==> config.mk <==
export PLATFORM = sky130hd
export DESIGN_NAME = if_fetch_unit
export DESIGN_NICKNAME = d
export VERILOG_FILES = /design/src/rtl/if_pkg.sv /design/src/rtl/if_fetch_queue.sv /design/src/rtl/if_fetch_unit.sv
export SDC_FILE = /design/constraint.sdc
export NUM_CORES = 1
export LEC_CHECK = 0
export CORE_AREA = 2 2 177 179
export DETAILED_ROUTE_END_ITERATION = 10
export DIE_AREA = 0 0 179 181
export GPL_TIMING_DRIVEN = 0
export PLACE_DENSITY = 0.73
export SETUP_SLACK_MARGIN = 0.2
export SLEW_MARGIN = 20
export SYNTH_ARGS = -nofsm -noshare
export SYNTH_HDL_FRONTEND = slang
export SYNTH_SLANG_ARGS = --single-unit
export TNS_END_PERCENT = 10
==> constraint.sdc <==
create_clock -name clk -period 3.32 [get_ports clk]
set_input_delay 0.664 -clock clk [delete_from_list [all_inputs] [get_ports clk]]
set_output_delay 0.664 -clock clk [all_outputs]
set_load 0.005 [all_outputs]
==> src/rtl/if_pkg.sv <==
// Shared types and constants for the instruction-fetch front end.
//   INSTR_BYTES : bytes per fetched instruction (PC step)
//   fq_entry_t  : default fetch-queue record {pc, instr} for a 32-bit PC
//   if_cnt_w()  : width of a counter that must hold 0..n inclusive
package if_pkg;

   localparam int INSTR_BYTES = 4;
   localparam int PKG_XLEN    = 32;

   typedef struct packed {
      logic [PKG_XLEN-1:0] pc;
      logic [31:0]         instr;
   } fq_entry_t;

   function automatic int if_cnt_w(input int n);
      return $clog2(n + 1);
   endfunction

endpackage

==> src/rtl/if_fetch_queue.sv <==
// Fetch queue: synchronous FIFO of {pc, instr} records with wrap-around
// pointers (DEPTH is a power of two) and a flush that empties it in one cycle.
//   clk, rst_b          : clock, async active-low reset
//   flush               : drop all entries; has priority over enq/deq
//   enq_valid, enq_data : push one entry (accepted when not full, or full
//                         with a simultaneous pop)
//   deq_valid, deq_data : head entry, read straight from storage
//   deq_ready           : pop the head
//   count               : current occupancy 0..DEPTH
module if_fetch_queue
   import if_pkg::*;
#(
   parameter int  DEPTH   = 4,
   parameter type entry_t = fq_entry_t,
   localparam int PTR_W   = $clog2(DEPTH),
   localparam int CNT_W   = if_cnt_w(DEPTH)
) (
   input  logic             clk,
   input  logic             rst_b,
   input  logic             flush,
   input  logic             enq_valid,
   input  entry_t           enq_data,
   input  logic             deq_ready,
   output logic             deq_valid,
   output entry_t           deq_data,
   output logic [CNT_W-1:0] count
);

   entry_t           mem_q [DEPTH];
   logic [PTR_W-1:0] wr_ptr_q, wr_ptr_d, rd_ptr_q, rd_ptr_d;
   logic [CNT_W-1:0] count_q, count_d;
   logic             do_enq, do_deq;

   assign deq_valid = (count_q != '0);
   assign deq_data  = mem_q[rd_ptr_q];
   assign count     = count_q;

   always_comb begin
      do_deq   = deq_valid && deq_ready;
      do_enq   = enq_valid && ((count_q != CNT_W'(DEPTH)) || do_deq);
      wr_ptr_d = wr_ptr_q;
      rd_ptr_d = rd_ptr_q;
      count_d  = count_q;
      if (flush) begin
         wr_ptr_d = '0;
         rd_ptr_d = '0;
         count_d  = '0;
      end else begin
         if (do_enq) wr_ptr_d = wr_ptr_q + 1'b1;
         if (do_deq) rd_ptr_d = rd_ptr_q + 1'b1;
         case ({do_enq, do_deq})
            2'b10:   count_d = count_q + 1'b1;
            2'b01:   count_d = count_q - 1'b1;
            default: count_d = count_q;
         endcase
      end
   end

   always_ff @(posedge clk or negedge rst_b) begin
      if (!rst_b) begin
         wr_ptr_q <= '0;
         rd_ptr_q <= '0;
         count_q  <= '0;
         for (int i = 0; i < DEPTH; i++) mem_q[i] <= '0;
      end else begin
         wr_ptr_q <= wr_ptr_d;
         rd_ptr_q <= rd_ptr_d;
         count_q  <= count_d;
         if (do_enq && !flush) mem_q[wr_ptr_q] <= enq_data;
      end
   end

endmodule

==> src/rtl/if_fetch_unit.sv <==
// Instruction-fetch front end: sequential PC generation, pipelined imem
// requests under a credit limit, in-order response buffering and redirect
// squash of in-flight / queued instructions.
//   clk, rst_b                         : clock, async active-low reset
//   redirect_valid, redirect_pc        : redirect (low two PC bits ignored)
//   imem_req_valid/ready/addr          : fetch request channel
//   imem_resp_valid/data               : in-order fetch responses
//   fq_valid/ready, fq_pc, fq_instr    : head of fetch queue to decode
//   fetch_pc                           : next PC to request
// Build option IF_PERF_CNT_EN adds saturating counters perf_imem_stall
// (request stalled by imem) and perf_fq_full (queue full cycles).
module if_fetch_unit
   import if_pkg::*;
#(
   parameter int              XLEN            = 32,
   parameter logic [XLEN-1:0] RESET_PC        = '0,
   parameter int              FQ_DEPTH        = 4,
   parameter int              MAX_OUTSTANDING = 2
) (
   input  logic            clk,
   input  logic            rst_b,
   input  logic            redirect_valid,
   input  logic [XLEN-1:0] redirect_pc,
   output logic            imem_req_valid,
   input  logic            imem_req_ready,
   output logic [XLEN-1:0] imem_req_addr,
   input  logic            imem_resp_valid,
   input  logic [31:0]     imem_resp_data,
   output logic            fq_valid,
   input  logic            fq_ready,
   output logic [XLEN-1:0] fq_pc,
   output logic [31:0]     fq_instr,
   output logic [XLEN-1:0] fetch_pc
`ifdef IF_PERF_CNT_EN
   ,
   output logic [31:0]     perf_imem_stall,
   output logic [31:0]     perf_fq_full
`endif
);

   localparam int OUT_W = if_cnt_w(MAX_OUTSTANDING);
   localparam int CNT_W = if_cnt_w(FQ_DEPTH);

   typedef struct packed {
      logic [XLEN-1:0] pc;
      logic [31:0]     instr;
   } entry_t;

   logic [XLEN-1:0]  pc_q, pc_d, resp_pc_q, resp_pc_d, redir_pc;
   logic [OUT_W-1:0] out_q, out_d, drop_q, drop_d;
   logic             active_q;
   logic [CNT_W-1:0] fq_count;
   logic             accept, resp_ok, enq;
   entry_t           enq_data, head;
   logic             unused_redir_lsb;

   assign redir_pc         = {redirect_pc[XLEN-1:2], 2'b00};
   assign unused_redir_lsb = ^redirect_pc[1:0];

   always_comb begin
      // active_q keeps the request line low while reset is asserted and
      // for the first cycle after release.
      imem_req_valid = active_q && !redirect_valid
                    && (int'(out_q) < MAX_OUTSTANDING)
                    && (int'(out_q) + int'(fq_count) < FQ_DEPTH);
      accept    = imem_req_valid && imem_req_ready;
      // A response with nothing outstanding (e.g. stale, from before a
      // reset) is ignored outright.
      resp_ok   = imem_resp_valid && (out_q != '0);
      enq       = resp_ok && (drop_q == '0) && !redirect_valid;
      pc_d      = pc_q;
      resp_pc_d = resp_pc_q;
      drop_d    = drop_q;
      if (accept) pc_d = pc_q + XLEN'(INSTR_BYTES);
      case ({accept, resp_ok})
         2'b10:   out_d = out_q + 1'b1;
         2'b01:   out_d = out_q - 1'b1;
         default: out_d = out_q;
      endcase
      if (resp_ok && (drop_q != '0)) drop_d = drop_q - 1'b1;
      if (enq) resp_pc_d = resp_pc_q + XLEN'(INSTR_BYTES);
      if (redirect_valid) begin
         // Everything still in flight after this cycle's response belongs
         // to the squashed path.
         pc_d      = redir_pc;
         resp_pc_d = redir_pc;
         drop_d    = out_d;
      end
   end

   always_ff @(posedge clk or negedge rst_b) begin
      if (!rst_b) begin
         pc_q      <= RESET_PC;
         resp_pc_q <= RESET_PC;
         out_q     <= '0;
         drop_q    <= '0;
         active_q  <= 1'b0;
      end else begin
         pc_q      <= pc_d;
         resp_pc_q <= resp_pc_d;
         out_q     <= out_d;
         drop_q    <= drop_d;
         active_q  <= 1'b1;
      end
   end

   assign enq_data = '{pc: resp_pc_q, instr: imem_resp_data};

   if_fetch_queue #(
      .DEPTH   (FQ_DEPTH),
      .entry_t (entry_t)
   ) u_fq (
      .clk       (clk),
      .rst_b     (rst_b),
      .flush     (redirect_valid),
      .enq_valid (enq),
      .enq_data  (enq_data),
      .deq_ready (fq_ready),
      .deq_valid (fq_valid),
      .deq_data  (head),
      .count     (fq_count)
   );

   assign imem_req_addr = pc_q;
   assign fetch_pc      = pc_q;
   assign fq_pc         = head.pc;
   assign fq_instr      = head.instr;

`ifdef IF_PERF_CNT_EN
   logic [31:0] stall_q, stall_d, full_q, full_d;

   always_comb begin
      stall_d = stall_q;
      full_d  = full_q;
      if (imem_req_valid && !imem_req_ready && (stall_q != '1)) stall_d = stall_q + 1'b1;
      if ((fq_count == CNT_W'(FQ_DEPTH)) && (full_q != '1))     full_d  = full_q + 1'b1;
   end

   always_ff @(posedge clk or negedge rst_b) begin
      if (!rst_b) begin
         stall_q <= '0;
         full_q  <= '0;
      end else begin
         stall_q <= stall_d;
         full_q  <= full_d;
      end
   end

   assign perf_imem_stall = stall_q;
   assign perf_fq_full    = full_q;
`endif

`ifndef SYNTHESIS
   // Armed only once this unit has issued a request since reset: responses
   // to pre-reset requests may still trickle in and are legitimately ignored.
   logic seen_q;
   always_ff @(posedge clk or negedge rst_b) begin
      if (!rst_b)      seen_q <= 1'b0;
      else if (accept) seen_q <= 1'b1;
   end

   a_resp_without_req: assert property (@(posedge clk) disable iff (!rst_b)
      !(seen_q && imem_resp_valid && (out_q == '0)));
`endif

endmodule

==> metrics.yaml, run 1 <==
power.density_mw_per_mm2: 690
hp-class: "input pin to asynchronous set/reset pin"
die_h_um: 181
p_leak_uw: 0.00827
relSlewSlack: 0.414
tightest_slew_ns: 0.872
worstPathMaxFanout: 10
grt_first_pass_wirelength_um: 57700
endpoint_kind: "output port"
final_common_cell: "dfrtp_1"
drive_above_1_share: 0.347
fin_skew_ns: 0.0200
cp.arrival_ns: 2.42
drv_slew: 0
final_cell_mix: "dfrtp_1, mux2_2, clkdlybuf4s50_1, mux4_2, nand2_1"
syn_to_final_growth_pct: 24.2
finalHoldViolCount: 0
nets: 1426
dr.pass1.iters: 5
fin_hold_ws_ns: 0.130
rows: 64
routed_wl_um: 36100
grt-ovfl-total: 0
status: "complete, no violations"
synth_area_mm2: 0.0151
antenna_left: 0
synth-main-ff-cell: "dfrtp_1"
yosysSeqAreaShare: 0.530
netlist_instances: 1112
cts_setup_buffers: 0
synth_seq_cells: 320
gp_congestion: 0.915
cts_tree: "done"
die_area_mm2: 0.0324
reg2reg_setup_slack_ns: 0.37
r2r_cells: 11
num-fill-cells: 2370
initial_utilization: 0.498
clk_pin_slew_ns: 0.06
critical_path_class: "register to output port"
synth_edf_count: 0
via_per_inst: 5.70
yosysTopAreaCellShare: 0.530
core_area_mm2: 0.0303
worst_slack_ns: 0.236
pre_cts_ws_ns: -0.189
num_io_pins: 200
cts_made_buffers: 35
setup_viol: 0
clockRootBuffer: "clkbuf_16"
worst_ep_required_time_ns: 2.66
rsz0062_at_grt: "yes"
vdd_drop_max_mv: 0.329
clk_latency_ns: 0.52
wl_per_cell_um: 20.5
setup_tns_ns: 0
synth_cell_types: 48
fmaxAchievable_mhz: 324
clk_path_buf_depth: 3
h-tree-depth: 2
die_x_um: 179
drtIter0Drc: 620
grt_start_max_net_pins: 101
post-dp-hpwl_um: 25200
r2r_end: "drop_q[1]$_DFFE_PN0P_"
grt_pass1_vias: 10700
drc: 0
grt_usage: 0.228
clock-sinks: 320
ctsHoldBuffers: 0
antenna_cells: 0
max_cap_violations: 0
timing.rr.start: "u_fq.count[1]$_DFFE_PN0P_"
syn_avg_cell_area_um2: 13.6
synth_area_leaders: "dfrtp_1, mux2_2, mux4_2, buf_4, xnor2_1"
async_reset_ff_frac: 1.00
yosysTopAreaCell: "dfrtp_1"
ys_warn_count: 0
grt_antenna_before_repair: 0
cp-start-kind: "register"
fin_crit_ns: 3.08
vias: 10100
io_buffer_count: 189
finalCritPeriodShare: 0.929
sequential cells by signal, summed over array words and instances, names as in the netlist:
signal         cells
u_fq.mem_q       248
out_q              2
u_fq.wr_ptr_q      2
active_q           1
drop_q             2
u_fq.rd_ptr_q      2
resp_pc_q         30
u_fq.count         3
fetch_pc          30
critical path, stage by stage, from the launching register on:
cell and delay, ns:
dfrtp_1 0.32, clkbuf_2 0.29, clkbuf_2 0.38, mux4_2 0.37, clkdlybuf4s50_1 0.54
how the worst max path moves through the flow:
| stage | startpoint | end | slack [ns] | cells after the start |
|---|---|---|---|---|
| after floorplan | redirect_valid | u_fq.count[2]$_DFFE_PN0P_ | 0.70 | 10 |
| after global placement | rst_b | u_fq.mem_q[50]$_DFFE_PN0P_ | -12.23 | 1 |
| after detailed placement | u_fq.rd_ptr_q[0]$_DFFE_PN0P_ | fq_instr[29] | -0.19 | 4 |
| after CTS | u_fq.rd_ptr_q[0]$_DFFE_PN0P_ | fq_pc[26] | 0.19 | 4 |
| after global routing | u_fq.rd_ptr_q[1]$_DFFE_PN0P_ | fq_pc[31] | 0.15 | 4 |
| final | u_fq.rd_ptr_q[1]$_DFFE_PN0P_ | fq_pc[31] | 0.24 | 4 |
repair_timing:
item                                    4_1_cts  5_1_grt
gates resized for setup                      25        9
cloned                                        0        0
pin swaps                                     0        0
endpoints found under the setup margin       62       53
where the power goes:
part	switching (µW)	internal [µW]	total (µW)
Sequential	554	4760	5310
Combinational	1410	2500	3910
Clock	1540	2170	3710
Total	3510	9430	12900
layout make-up:
| type | count | area (µm²) | area share |
|---|---|---|---|
| Buffer | 112 | 658 | 0.0351 |
| Clock buffer | 50 | 1030 | 0.0551 |
| Clock inverter | 10 | 72.6 | 0.00387 |
| Inverter | 12 | 45.0 | 0.00240 |
| Multi-Input combinational cell | 673 | 6460 | 0.344 |
| Sequential cell | 320 | 8010 | 0.427 |
| Tap cell | 396 | 495 | 0.0264 |
| Timing Repair Buffer | 192 | 1980 | 0.106 |
synthesized netlist by cell type (2+ instances only):
cell type,count
o21a_1,2
nand3_1,33
and2_1,8
dfrtp_1,320
o311ai_0,5
xor2_1,17
nand4_1,25
a41oi_1,2
buf_4,37
ha_1,9
nand2_1,52
o31a_1,2
buf_1,6
mux4_2,62
o211ai_1,9
nor2b_1,2
o22ai_1,2
conb_1,2
xnor2_1,26
a21oi_1,13
or3_1,5
o21ai_0,38
and3_1,8
nor4_1,7
buf_2,39
clkbuf_1,30
nor4b_1,2
inv_1,12
a21boi_0,3
nor2_1,32
a31o_2,2
a31oi_1,8
nand2b_1,2
and4_1,6
mux2i_1,2
nor3_1,10
mux2_2,261
cell families after synthesis:
group | count (synthesis) | synth area share
muxes | 325 | 0.288
DFF | 320 | 0.530
and+or+nand+nor | 198 | 0.0669
buffers and inverters | 124 | 0.0433
AOI/OAI and AO/OA | 90 | 0.0369
xor gates and xnor gates | 43 | 0.0249
adders and majority gates | 10 | 0.00878
other | 2 | 0.000497
per-layer routing:
| layer | track usage | vias to the layer above | wire, µm |
|---|---|---|---|
| met3 | 0.0387 | 58 | 2250 |
| li1 | - | 4484 | - |
| met5 | 0 | - | 0 |
| met2 | 0.376 | 403 | 17300 |
| met4 | 0.0621 | 0 | 770 |
| met1 | 0.314 | 5107 | 15800 |
through the flow:
stage / instances / cell area, µm² / utilization / total power [µW]
6_report: 1765 / 18800 / 0.618 / 12900
5_1_grt: 1765 / 18800 / 0.618 / 13600
4_1_cts: 1765 / 18700 / 0.617 / 13100
3_5_place_dp: 1705 / 17600 / 0.580 / 9280
3_3_place_gp: 1702 / 17500 / 0.577 / 9150
2_1_floorplan: 1117 / 15100 / - / 7360
No activity file was read; power rests on OpenSTA's default activity.
==> inputs of run 2 (changes only) <==
==> constraint.sdc (replaced) <==
create_clock -name clk -period 3.55 [get_ports clk]
set_input_delay 0.71 -clock clk [delete_from_list [all_inputs] [get_ports clk]]
set_output_delay 0.71 -clock clk [all_outputs]
set_load 0.005 [all_outputs]
==> run 2 against run 1 <==
  * Non-clock buffer count did not move
  * Cell count unchanged
  * Combinational power is 6.9% lower
  * Core utilization shrank 0.074 points
  * Clock power down 6.5%
  * Global-route usage is essentially flat
  * Die area unchanged
  * Sequential cell count unchanged
==> metrics.yaml, run 2 (same netlist as run 1, synthesis figures left out) <==
dr.pass1.iters: 5
status: "complete, no violations"
via_per_inst: 5.72
syn_to_final_growth_pct: 24.0
antenna_cells: 0
routed_wl_um: 36200
relSlewSlack: 0.393
initial_utilization: 0.498
drive_above_1_share: 0.346
nets: 1426
wl_per_cell_um: 20.5
fin_util: 0.617
worst_ep_required_time_ns: 2.84
drtIter0Drc: 649
drv_slew: 0
top_register: "u_fq.mem_q"
num_io_pins: 200
critical_path_class: "register to output port"
grt_start_max_net_pins: 101
finalHoldViolCount: 0
cts_made_buffers: 35
vdd_drop_max_mv: 0.307
clk_pin_slew_ns: 0.06
clk_path_buf_depth: 3
vias: 10100
setup_viol: 0
die_area_mm2: 0.0324
antenna_left: 0
multi_input_area_mm2: 0.00646
power.density_mw_per_mm2: 645
grt_first_pass_wirelength_um: 57600
final_cell_mix: "dfrtp_1, mux2_2, clkdlybuf4s50_1, mux4_2, nand2_1"
die_x_um: 179
fin_crit_ns: 3.32
rsz0062_at_grt: "yes"
grt_pass1_vias: 10700
num-fill-cells: 2370
io_buffer_count: 189
ctsHoldBuffers: 0
gp_congestion: 0.915
max_cap_violations: 0
hp-class: "input pin to asynchronous set/reset pin"
worstPathMaxFanout: 10
clk_latency_ns: 0.51
endpoint_kind: "output port"
core_area_mm2: 0.0303
fin_skew_ns: 0.0207
cts_setup_buffers: 0
clock-sinks: 320
p_leak_uw: 0.00825
cts_resized: 15
tightest_slew_ns: 0.904
seq_area_mm2: 0.00801
largest_register_ffs: 248
setup_tns_ns: 0
final_common_cell: "dfrtp_1"
finalCritPeriodShare: 0.934
die_h_um: 181
h-tree-depth: 2
cp-start-kind: "register"
clockRootBuffer: "clkbuf_16"
grt_antenna_before_repair: 0
post-dp-hpwl_um: 25200
fmaxAchievable_mhz: 302
grt-ovfl-total: 0
cp.arrival_ns: 2.61
cts_tree: "done"
grt_usage: 0.228
drc: 0
rows: 64
-- run 2: cell types whose count changed in the layout (fill, tap and decap cells not counted), sizes merged --
| cell | delta |
|---|---|
| buf | -5 |
| clkbuf | +5 |
-- run 2: path summary, 6_finish.rpt --
path / from / to / slack [ns] / cells past startpoint
setup / recovery: u_fq.rd_ptr_q[0]$_DFFE_PN0P_ / fq_pc[2] / 0.23 / 4
hold reg to reg: u_fq.mem_q[57]$_DFFE_PN0P_ / u_fq.mem_q[57]$_DFFE_PN0P_ / 0.50 / 1
hold / removal: rst_b / u_fq.mem_q[210]$_DFFE_PN0P_ / 0.18 / 1
setup reg to reg: u_fq.count[1]$_DFFE_PN0P_ / drop_q[1]$_DFFE_PN0P_ / 0.49 / 11
min in group clk: u_fq.mem_q[57]$_DFFE_PN0P_ / u_fq.mem_q[57]$_DFFE_PN0P_ / 0.50 / 1
max in group asynchronous: rst_b / u_fq.mem_q[113]$_DFFE_PN0P_ / 2.14 / 3
-- run 2: cell type report --
cell class | instances | area share
Sequential cell | 320 | 0.428
Multi-Input combinational cell | 673 | 0.345
Timing Repair Buffer | 192 | 0.106
Clock buffer | 50 | 0.0552
Buffer | 112 | 0.0339
Tap cell | 396 | 0.0265
Clock inverter | 10 | 0.00387
Inverter | 12 | 0.00241
-- run 2: per-layer routing --
metal / GRT usage / part of all wire
met3: 0.0381 / 0.067
met5: 0 / 0
met1: 0.315 / 0.43
met2: 0.376 / 0.48
met4: 0.0602 / 0.021
-- run 2: critical path, stage by stage (launching register included) --
cell and delay, ns:
dfrtp_1 0.32, clkbuf_2 0.33, clkbuf_4 0.37, mux4_2 0.52, clkdlybuf4s50_1 0.54
-- run 2: per-stage QoR --
stage          cell area [µm²]  power, µW  worst slack [ns]  instances  hold slack, ns
2_1_floorplan            15100       6880             0.883       1117           0.414
5_1_grt                  18700      12700             0.105       1765           0.219
6_report                 18700      12100             0.235       1765           0.175
3_3_place_gp             17500       8560            -12.05       1702           0.483
4_1_cts                  18700      12200            0.0747       1765           0.192
3_5_place_dp             17600       8680          -0.00512       1705           0.491
-- run 2: power by group --
part	switching [µW]	internal, µW
clock network	1440	2030
logic	1310	2330
registers	520	4450
